## config.mk

```make
export PLATFORM = sky130hd
export DESIGN_NAME = motor_pwm_multi
export DESIGN_NICKNAME = d
export VERILOG_FILES = /design/src/rtl/motor_pwm_multi_pkg.sv /design/src/rtl/motor_pwm_multi_chan.sv /design/src/rtl/motor_pwm_multi.sv
export SDC_FILE = /design/constraint.sdc
export NUM_CORES = 1
export LEC_CHECK = 0
export CAP_MARGIN = 10
export CORE_ASPECT_RATIO = 1.1
export CORE_MARGIN = 2
export CORE_UTILIZATION = 62
export DETAILED_ROUTE_END_ITERATION = 16
export HOLD_SLACK_MARGIN = 0.15
export PLACE_DENSITY = 0.82
export SKIP_CTS_REPAIR_TIMING = 1
export SYNTH_ARGS = -nofsm -noshare
export SYNTH_HDL_FRONTEND = slang
export SYNTH_SLANG_ARGS = --single-unit
```

## constraint.sdc

```tcl
create_clock -name clk -period 15 [get_ports clk]
set_clock_uncertainty 0.2 [all_clocks]
set_input_delay 3.75 -clock clk [delete_from_list [all_inputs] [get_ports clk]]
set_output_delay 3.75 -clock clk [all_outputs]
set_load 0.05 [all_outputs]
```

## src/rtl/motor_pwm_multi_pkg.sv

```systemverilog
// Shared channel state type, direction encoding and default timing constants
// for the multi-channel H-bridge PWM driver.
package motor_pwm_pkg;

    typedef enum logic [1:0] {
        ST_IDLE,
        ST_RUN,
        ST_DEAD,
        ST_FAULT
    } chan_state_e;

    localparam logic DIR_FWD = 1'b1;
    localparam logic DIR_REV = 1'b0;

    localparam int DEF_PERIOD   = 250000;
    localparam int DEF_DEAD_CYC = 1000;
    localparam int DEF_OC_LIMIT = 250000;

    function automatic int max_i(input int a, input int b);
        return (a > b) ? a : b;
    endfunction

endpackage

```

## src/rtl/motor_pwm_multi_chan.sv

```systemverilog
// One H-bridge channel: IDLE/RUN/DEAD/FAULT FSM, duty register, dead-time and
// overcurrent counters. Soft duty ramp is built when SOFT_RAMP_EN is defined.
module motor_pwm_chan
    import motor_pwm_pkg::*;
#(
    parameter int CNT_W     = 19,
    parameter int PERIOD    = DEF_PERIOD,
    parameter int DEAD_CYC  = DEF_DEAD_CYC,
    parameter int OC_LIMIT  = DEF_OC_LIMIT,
    parameter int OC_W      = 21,
    parameter int RAMP_STEP = 6250
) (
    input  logic             clk,
    input  logic             rst,
    input  logic [CNT_W-1:0] cnt_i,
    input  logic             wrap_i,
    input  logic [CNT_W-1:0] duty_cmd_i,
    input  logic             dir_cmd_i,
    input  logic             en_cmd_i,
    input  logic             oc_sense_i,
    input  logic             fault_clr_i,
    output logic             pwm_o,
    output logic             in_a_o,
    output logic             in_b_o,
    output logic             fault_o,
    output logic             dir_state_o
);

    localparam int DW = (DEAD_CYC > 1) ? $clog2(DEAD_CYC) : 1;
`ifdef SOFT_RAMP_EN
    localparam int STEP = RAMP_STEP;
`else
    // A step no smaller than a full period always lands on the target at once.
    localparam int STEP = max_i(RAMP_STEP, PERIOD);
`endif
    localparam logic [CNT_W-1:0] PERIOD_V  = CNT_W'(PERIOD);
    localparam logic [CNT_W-1:0] STEP_V    = CNT_W'(STEP);
    localparam logic [OC_W-1:0]  OC_TRIP   = OC_W'(OC_LIMIT - 1);
    localparam logic [DW-1:0]    DEAD_LAST = DW'(DEAD_CYC - 1);

    chan_state_e      state_q, state_d;
    logic             dir_q, dir_d;
    logic [CNT_W-1:0] duty_q, duty_d;
    logic [OC_W-1:0]  oc_q, oc_d;
    logic [DW-1:0]    dead_q, dead_d;
    logic             pwm_q, pwm_d;
    logic [CNT_W-1:0] tgt, diff, move, ramped;
    logic             oc_trip;

    always_comb begin
        tgt    = (duty_cmd_i > PERIOD_V) ? PERIOD_V : duty_cmd_i;
        diff   = (tgt > duty_q) ? (tgt - duty_q) : (duty_q - tgt);
        move   = (diff > STEP_V) ? STEP_V : diff;
        ramped = (tgt > duty_q) ? (duty_q + move) : (duty_q - move);
    end

    always_comb begin
        if (!oc_sense_i)
            oc_d = '0;
        else if (oc_q != '1)
            oc_d = oc_q + OC_W'(1);
        else
            oc_d = oc_q;
        oc_trip = oc_sense_i && (oc_q >= OC_TRIP);
    end

    always_comb begin
        state_d = state_q;
        dir_d   = dir_q;
        dead_d  = dead_q;
        if (oc_trip) begin
            state_d = ST_FAULT;
        end else begin
            case (state_q)
                ST_IDLE: begin
                    if (en_cmd_i) begin
                        state_d = ST_RUN;
                        dir_d   = dir_cmd_i;
                    end
                end
                ST_RUN: begin
                    if (!en_cmd_i) begin
                        state_d = ST_IDLE;
                    end else if (dir_cmd_i != dir_q) begin
                        state_d = ST_DEAD;
                        dead_d  = '0;
                    end
                end
                ST_DEAD: begin
                    if (!en_cmd_i) begin
                        state_d = ST_IDLE;
                    end else if (dead_q == DEAD_LAST) begin
                        state_d = ST_RUN;
                        dir_d   = dir_cmd_i;
                    end else begin
                        dead_d = dead_q + DW'(1);
                    end
                end
                ST_FAULT: begin
                    if (fault_clr_i && !oc_sense_i)
                        state_d = ST_IDLE;
                end
                default: state_d = ST_IDLE;
            endcase
        end
        // Duty is held at zero outside RUN, so every RUN entry ramps from zero.
        duty_d = (state_d != ST_RUN) ? '0 : (wrap_i ? ramped : duty_q);
        pwm_d  = (state_d == ST_RUN) && (cnt_i < duty_q);
    end

    always_ff @(posedge clk) begin
        if (rst) begin
            state_q <= ST_IDLE;
            dir_q   <= DIR_FWD;
            duty_q  <= '0;
            oc_q    <= '0;
            dead_q  <= '0;
            pwm_q   <= 1'b0;
        end else begin
            state_q <= state_d;
            dir_q   <= dir_d;
            duty_q  <= duty_d;
            oc_q    <= oc_d;
            dead_q  <= dead_d;
            pwm_q   <= pwm_d;
        end
    end

    assign pwm_o       = pwm_q;
    assign in_a_o      = (state_q == ST_RUN) && (dir_q == DIR_FWD);
    assign in_b_o      = (state_q == ST_RUN) && (dir_q == DIR_REV);
    assign fault_o     = (state_q == ST_FAULT);
    assign dir_state_o = dir_q;

endmodule

```

## src/rtl/motor_pwm_multi.sv

```systemverilog
// N-channel H-bridge PWM controller: shared carrier counter plus one
// motor_pwm_chan per channel. Optional soft ramp: define SOFT_RAMP_EN.
module motor_pwm_multi
    import motor_pwm_pkg::*;
#(
    parameter int N_CH      = 2,
    parameter int CNT_W     = 19,
    parameter int PERIOD    = DEF_PERIOD,
    parameter int DEAD_CYC  = DEF_DEAD_CYC,
    parameter int OC_LIMIT  = DEF_OC_LIMIT,
    parameter int OC_W      = 21,
    parameter int RAMP_STEP = 6250
) (
    input  logic                  clk,
    input  logic                  rst,
    input  logic [N_CH*CNT_W-1:0] duty_cmd,
    input  logic [N_CH-1:0]       dir_cmd,
    input  logic [N_CH-1:0]       en_cmd,
    input  logic [N_CH-1:0]       oc_sense,
    input  logic                  fault_clr,
    output logic [N_CH-1:0]       pwm_out,
    output logic [N_CH-1:0]       in_a,
    output logic [N_CH-1:0]       in_b,
    output logic [N_CH-1:0]       fault,
    output logic [N_CH-1:0]       dir_state,
    output logic                  period_start
);

    localparam logic [CNT_W-1:0] LAST = CNT_W'(PERIOD - 1);

    logic [CNT_W-1:0] cnt_q, cnt_d;
    logic             wrap;
    logic             ps_q;

    assign wrap  = (cnt_q == LAST);
    assign cnt_d = wrap ? '0 : (cnt_q + CNT_W'(1));

    // Registered from the wrap so it is low straight out of reset and
    // otherwise high exactly while the counter reads zero.
    always_ff @(posedge clk) begin
        if (rst) begin
            cnt_q <= '0;
            ps_q  <= 1'b0;
        end else begin
            cnt_q <= cnt_d;
            ps_q  <= wrap;
        end
    end

    assign period_start = ps_q;

    for (genvar i = 0; i < N_CH; i++) begin : g_ch
        motor_pwm_chan #(
            .CNT_W     (CNT_W),
            .PERIOD    (PERIOD),
            .DEAD_CYC  (DEAD_CYC),
            .OC_LIMIT  (OC_LIMIT),
            .OC_W      (OC_W),
            .RAMP_STEP (RAMP_STEP)
        ) u_chan (
            .clk         (clk),
            .rst         (rst),
            .cnt_i       (cnt_q),
            .wrap_i      (wrap),
            .duty_cmd_i  (duty_cmd[i*CNT_W +: CNT_W]),
            .dir_cmd_i   (dir_cmd[i]),
            .en_cmd_i    (en_cmd[i]),
            .oc_sense_i  (oc_sense[i]),
            .fault_clr_i (fault_clr),
            .pwm_o       (pwm_out[i]),
            .in_a_o      (in_a[i]),
            .in_b_o      (in_b[i]),
            .fault_o     (fault[i]),
            .dir_state_o (dir_state[i])
        );
    end

endmodule

```

After elaboration in Yosys (flattened, before gate mapping)
Index checks and enable logic that the tools add are counted.

Reductions and logical operators: 27. Bitwise operators: 6. Mux-type cells: 42. $lt $le $gt $ge: 10. Add/subtract/negate cells: 13. Eq/ne operators: 29.

Operators with widths (number): 2-to-1 mux 19 bit (8); subtractor 19 bit (6); 2-to-1 mux 10 bit (8); greater-than comparator 19 x 18 -> 1 bit, second input constant (4); adder 21 x 1 -> 21 bit, second input constant (2); greater-or-equal comparator 21 x 18 -> 1 bit, second input constant (2); != test 21 bit, second input constant (2); one-hot mux 10 bit (2 select lines) (2); adder 19 bit (2); greater-than comparator 19 bit (2); less-than comparator 19 bit (2); 2-to-1 mux 2 bit (14); adder 10 x 1 -> 10 bit, second input constant (2); == test 10 bit, second input constant (2); adder 19 x 1 -> 19 bit, second input constant (1); == test 19 x 18 -> 1 bit, second input constant (1); != test 2 bit, second input constant (8); one-hot mux 2 bit (4 select lines) (2); != test 2 x 1 -> 1 bit, second input constant (6); AND reduction 6 bit (2); logical AND 1 bit (10); AND reduction 5 bit (2); OR reduction 2 bit (5); == test 2 x 1 -> 1 bit, second input constant (4); 8 further kinds (28).

Register bits after elaboration: 128. Word-level logic and storage cells: 141. Input port bits: 47.

Depth between registers and ports, before layout
Depth in word-level cells: 8. Gate-level depth with buffers: 44. Gate-level depth less buffers: 42.

By module
A second synthesis with hierarchy kept.

Cells, all modules: 1827. Area, all modules: 13829.5 um^2.

Modules (own cells, without submodules): motor_pwm_chan at g_ch[0].u_chan (area an instance 6557.5 um^2, instances 1, cells each 876); motor_pwm_chan at g_ch[1].u_chan (area an instance 6389.9 um^2, instances 1, cells each 852); motor_pwm_multi (area an instance 882.1 um^2, instances 1, cells each 99).

Least setup slack after synthesis
Ideal clock, no wire load.

Path type: input -> register. From: in duty_cmd[0]. To: reg g_ch[0].u_chan.duty_q[18]. Data required time: 14.672 ns. Setup time: 0.128 ns. Slack: 3.169 ns. Arrival time: 11.503 ns. Stages: 41. Path buffers: 3. Cell sequence: o41a_1 -> o31ai_1 -> nand2_1 -> a21oi_1 -> nor2_1 -> nor2_1 -> clkbuf_1 -> nand2_1 -> inv_1 -> ha_1 -> buf_6 -> a21oi_2 -> a21oi_2 -> o21ai_0 -> nand4_1 -> nand2_2 -> mux2i_1 -> xor2_1 -> [... 5 more ...] -> or2_2 -> ha_1 -> a22oi_1 -> fa_1 -> a21o_1 -> a21oi_1 -> o21bai_1 -> a2111oi_0 -> o31ai_1 -> o211ai_1 -> a21boi_0 -> o21ai_0 -> nand2b_1 -> or3_1 -> mux2i_1 -> a21oi_1 -> xnor2_1 -> nor2_1.

Cells in the longest elaborated chain, start to end: 8. Elaborated cells on any way between the ends: 11.

RTL lines: start, declared (line motor_pwm_multi.sv:16) `input logic [N_CH*CNT_W-1:0] duty_cmd,`; greater-than comparator 19 x 18 -> 1 bit (line motor_pwm_multi_chan.sv:51) `tgt = (duty_cmd_i > PERIOD_V) ? PERIOD_V : duty_cmd_i;`; 2-to-1 mux 19 bit * (line motor_pwm_multi_chan.sv:51); subtractor 19 bit or greater-than comparator 19 bit (tied branches) (line motor_pwm_multi_chan.sv:52, motor_pwm_multi_chan.sv:54); 2-to-1 mux 19 bit (line motor_pwm_multi_chan.sv:52) `diff = (tgt > duty_q) ? (tgt - duty_q) : (duty_q - tgt);`; greater-than comparator 19 x 18 -> 1 bit (line motor_pwm_multi_chan.sv:53) `move = (diff > STEP_V) ? STEP_V : diff;`; 2-to-1 mux 19 bit (line motor_pwm_multi_chan.sv:53); subtractor 19 bit or adder 19 bit (tied branches) (line motor_pwm_multi_chan.sv:54) `ramped = (tgt > duty_q) ? (duty_q + move) : (duty_q - move);`; 2-to-1 mux 19 bit * (line motor_pwm_multi_chan.sv:54); end signal, assigned (line motor_pwm_multi_chan.sv:122) `duty_q <= duty_d;`; end, declared (line motor_pwm_multi_chan.sv:43) `logic [CNT_W-1:0] duty_q, duty_d;`.

Mark *: on every way between the ends. The rest lies on a longest branch, timed or not. A chain may end at the register's enable or synchronous reset.

Final worst setup path
From: in duty_cmd[19]. To: reg g_ch[1].u_chan.duty_q[18].

Cells in the longest elaborated chain, start to end: 8. Elaborated cells on any way between the ends: 11.

RTL lines (line): greater-than comparator 19 x 18 -> 1 bit (motor_pwm_multi_chan.sv:51); 2-to-1 mux 19 bit * (motor_pwm_multi_chan.sv:51); subtractor 19 bit or greater-than comparator 19 bit (tied branches) (motor_pwm_multi_chan.sv:52, motor_pwm_multi_chan.sv:54); 2-to-1 mux 19 bit (motor_pwm_multi_chan.sv:52); greater-than comparator 19 x 18 -> 1 bit (motor_pwm_multi_chan.sv:53); 2-to-1 mux 19 bit (motor_pwm_multi_chan.sv:53); subtractor 19 bit or adder 19 bit (tied branches) (motor_pwm_multi_chan.sv:54); 2-to-1 mux 19 bit * (motor_pwm_multi_chan.sv:54); end signal, assigned (motor_pwm_multi_chan.sv:122); end, declared (motor_pwm_multi_chan.sv:43).

Marked as above.

==> out/results.txt <==
CTS max path bufs = 2
Final Worst Setup Slack = 1.10 ns
Buf+Inv Stages, Crit Path = 3
Unrepaired setup endpoints after global routing = false
Core Area = 21,200 um2
Ant. Diodes = 0
Share of post-route cells with drive strength above 1 = 5.23%
Critical path class = primary input to flip-flop
# IOs = 58
Switch share = 35.3%
Combinational power share = 30.0%
Avg Cell Area, Syn = 7.39 um2
Critical Path Source = duty_cmd[19]
Top cell family by delay on the critical path = compound AO/OA/AOI/OAI gates
Synth Register Bits = 128
Die X = 144 um
Netlist cell types = 95
Iteration-0 DRC Markers = 919
Initial core utilization = 62.8%
CP max stage delay = 0.72 ns
Pwr Total = 1.11 mW
Area contributors post-synth = dfxtp_1, ha_1, a21oi_1
Minimum clock period = 13.90 ns
DR WL/cell = 17.3 um
Final setup violation count = 0
Initial antenna violation count = 0
Hold Crit Class = flip-flop to flip-flop
Predominant post-synthesis flop cell = dfxtp_1
Async set or reset register ratio after synthesis = 0%
TritonCTS Buffers = 17
Slew headroom = 33.1%
Final Hold Violating Endpoints = 0
R2r setup slk = 6.07 ns
Slew at the pin with the worst max-slew slack = 0.999 ns
DR pass1 iterations = 6
CP most frequent cell = a21oi_1
Clock-pin transition on the worst setup and hold timing paths = 0.07 ns
DRT antenna net count = 0
Vias in the first global route = 12,011
Place WS = 0.932 ns
Post-synthesis sequential area ratio = 19.2%
Pint = 0.716 mW
Synthesized netlist cell count = 1,803
Total die area = 22,700 um2
Setup_tns = 0 ns
Total gr overflow = 0
FF-to-FF Start = g_ch[1].u_chan.duty_q[4]
CP Launch Type = primary input
Leading area contributor after synthesis = dfxtp_1
Worst-Skew Late Latency = 0.43 ns
Max cap viols = 0
Arr. time, crit path = 14.04 ns
Final wirelength = 36.8 mm
Largest net degree at the start of global routing = 49
Total vias in the final route = 13,018
Std cell rows = 56
Total GRT Usage = 31.9%
Die height = 158 um
Final slew viol count = 0
DRC = 0
CTS tree = yes
Clock Tree Root = clkbuf_16
Port buffer count = 57
Hold Slack = 0.283 ns
Synth-to-Final Area Change = 9.78%
RR Endpoint = g_ch[1].u_chan.duty_q[18]
RePlAce Congestion = 1.03
Synth top area share = 19.2%
Clock network fraction of design power = 38.8%
Vias per inst = 6.12
Post-Synthesis Cell Area = 13,300 um2
CP Capture Type = flip-flop
Design area = 14,600 um2
Syn. warnings = 0
Status = finished clean
Number of synthesized flops with an enable pin = 0
First-pass GRT wire length = 58.6 mm
Net switching power = 0.391 mW
Final worst-path cycle share = 92.6%
CP required = 15.15 ns
Highest-delay cell along the critical path = a31oi_1
Placed instance area = 14,000 um2
# clock sinks = 128
Seq pwr share = 31.3%
Critical path capture point = g_ch[1].u_chan.duty_q[18]
Worst vdd ir = 0.0000757 V
Critical path depth in cells = 40
Count of nets after finishing = 2,029
Power Density = 75.6 nW/um2
Worst R2R Path Depth = 32
Pleak = 6.06 nW
HPWL after DPL = 28.9 mm
Critical path peak fanout = 15
Fillers = 1,786
Max frequency = 72.0 MHz
# H-tree levels = 4
[power by group through the flow]
stage	Combinational, mW	Sequential, mW	Clock [mW]
3_3_place_gp	0.319	0.353	0
3_5_place_dp	0.323	0.353	0
4_1_cts	0.325	0.346	0.432
6_report	0.332	0.346	0.429
2_1_floorplan	0.246	0.353	0
5_1_grt	0.363	0.346	0.449
[synthesized netlist by cell type, types with 17 or more instances]
| library cell | n |
|---|---|
| nor3_1 | 31 |
| dfxtp_1 | 128 |
| clkbuf_1 | 41 |
| or2_2 | 17 |
| xnor2_1 | 69 |
| nand2_1 | 182 |
| and2_1 | 24 |
| buf_4 | 18 |
| inv_1 | 112 |
| mux2i_1 | 30 |
| nand3_1 | 49 |
| a21oi_1 | 167 |
| o21ai_0 | 88 |
| nand4_1 | 38 |
| nor2b_1 | 26 |
| and3_1 | 23 |
| or3_1 | 28 |
| ha_1 | 153 |
| xor2_1 | 67 |
| nand2b_1 | 33 |
| nor2_1 | 195 |
| a21o_1 | 48 |
[how the worst min path moves through the flow]
stage / startpoint / to / slack [ns] / cells past startpoint
floorplan: cnt_q[0] / cnt_q[0] / 0.23 / 1
global placement: cnt_q[0] / cnt_q[0] / 0.25 / 1
detailed placement: cnt_q[0] / cnt_q[0] / 0.26 / 1
CTS: cnt_q[0] / cnt_q[0] / 0.28 / 1
global route: g_ch[1].u_chan.duty_q[8] / g_ch[1].u_chan.duty_q[8] / 0.32 / 2
finish: cnt_q[0] / cnt_q[0] / 0.28 / 1
[final cells by class]
class	count	area [um2]	share of cell area [%]
clock buffers	17	425	2.91
inverters	113	424	2.90
flip-flops and latches	128	2560	17.5
clock inverters	15	185	1.27
multi-input cells	1493	10000	68.4
repair buffers	70	668	4.57
well taps	290	363	2.48
[stage by stage]
step / instances / util, %
floorplan: 1804 / -
detailed placement: 2094 / 66.0
CTS: 2126 / 68.9
global placement: 2094 / 66.0
global route: 2126 / 68.9
finish: 2126 / 68.9
[logic make-up (layout without fill, tap and decap cells)]
logic type | after synthesis | in the layout | synth area share, %
flops | 128 | 128 | 19.2
simple gates | 706 | 706 | 26.3
xor+xnor | 138 | 138 | 9.18
buf+inv | 183 | 215 | 5.79
mux | 31 | 31 | 2.34
other cells | 1 | 2 | 0.0281
compound gates | 457 | 457 | 21.8
fa+ha+maj | 159 | 159 | 15.3
[flip-flops by register name, summed over array words and instances (netlist names)]
signal	count
g_ch.u_chan.dead_q	20
g_ch.u_chan.state_q	4
g_ch.u_chan.dir_state_o	2
cnt_q	19
g_ch.u_chan.duty_q	38
period_start	1
g_ch.u_chan.oc_q	42
g_ch.u_chan.pwm_o	2
[cells in the final DEF (no fill, tap or decap), types with 12 or more instances in the layout]
| cell type | Yosys | final |
|---|---|---|
| clkdlybuf4s50_1 | 0 | 57 |
| nor4_1 | 12 | 12 |
| a211oi_1 | 16 | 16 |
| o21ai_0 | 88 | 88 |
| xnor2_1 | 69 | 69 |
| or2_2 | 17 | 17 |
| o21a_1 | 12 | 12 |
| nand2_1 | 182 | 182 |
| dfxtp_1 | 128 | 128 |
| xor2_1 | 67 | 67 |
| nand2b_1 | 33 | 33 |
| ha_1 | 153 | 153 |
| inv_1 | 112 | 112 |
| a31oi_1 | 13 | 13 |
| nand3_1 | 49 | 49 |
| nor3_1 | 31 | 30 |
| mux2i_1 | 30 | 30 |
| a21oi_1 | 167 | 167 |
| clkbuf_16 | 0 | 17 |
| o211ai_1 | 12 | 12 |
| buf_4 | 18 | 13 |
| and2_1 | 24 | 24 |
| a21o_1 | 48 | 48 |
| nor2_1 | 195 | 195 |
| nor2b_1 | 26 | 26 |
| nand4_1 | 38 | 38 |
| and3_1 | 23 | 23 |
| or3_1 | 28 | 28 |
[worst register-to-register path, delay by kind of cell, from the launching register on]
family | cells | cell delay [ns]
multiplexers | 1 | 0.11
XOR/XNOR | 2 | 0.56
adder cells (fa/ha/maj) | 3 | 1.19
AO/OA/AOI/OAI | 18 | 4.80
flip-flops | 1 | 0.39
buffers and inverters | 2 | 0.42
AND/OR/NAND/NOR | 6 | 1.20
[metal layers]
layer  vias to the layer above  wire [um]  GRT usage, %
li1                       6407          -             -
met1                      6095      16100          40.0
met2                       422      17900          56.6
met3                        94       1670          3.84
met4                         0       1090          10.9
met5                         -          0             0
Power figures use the tool's default switching activity.
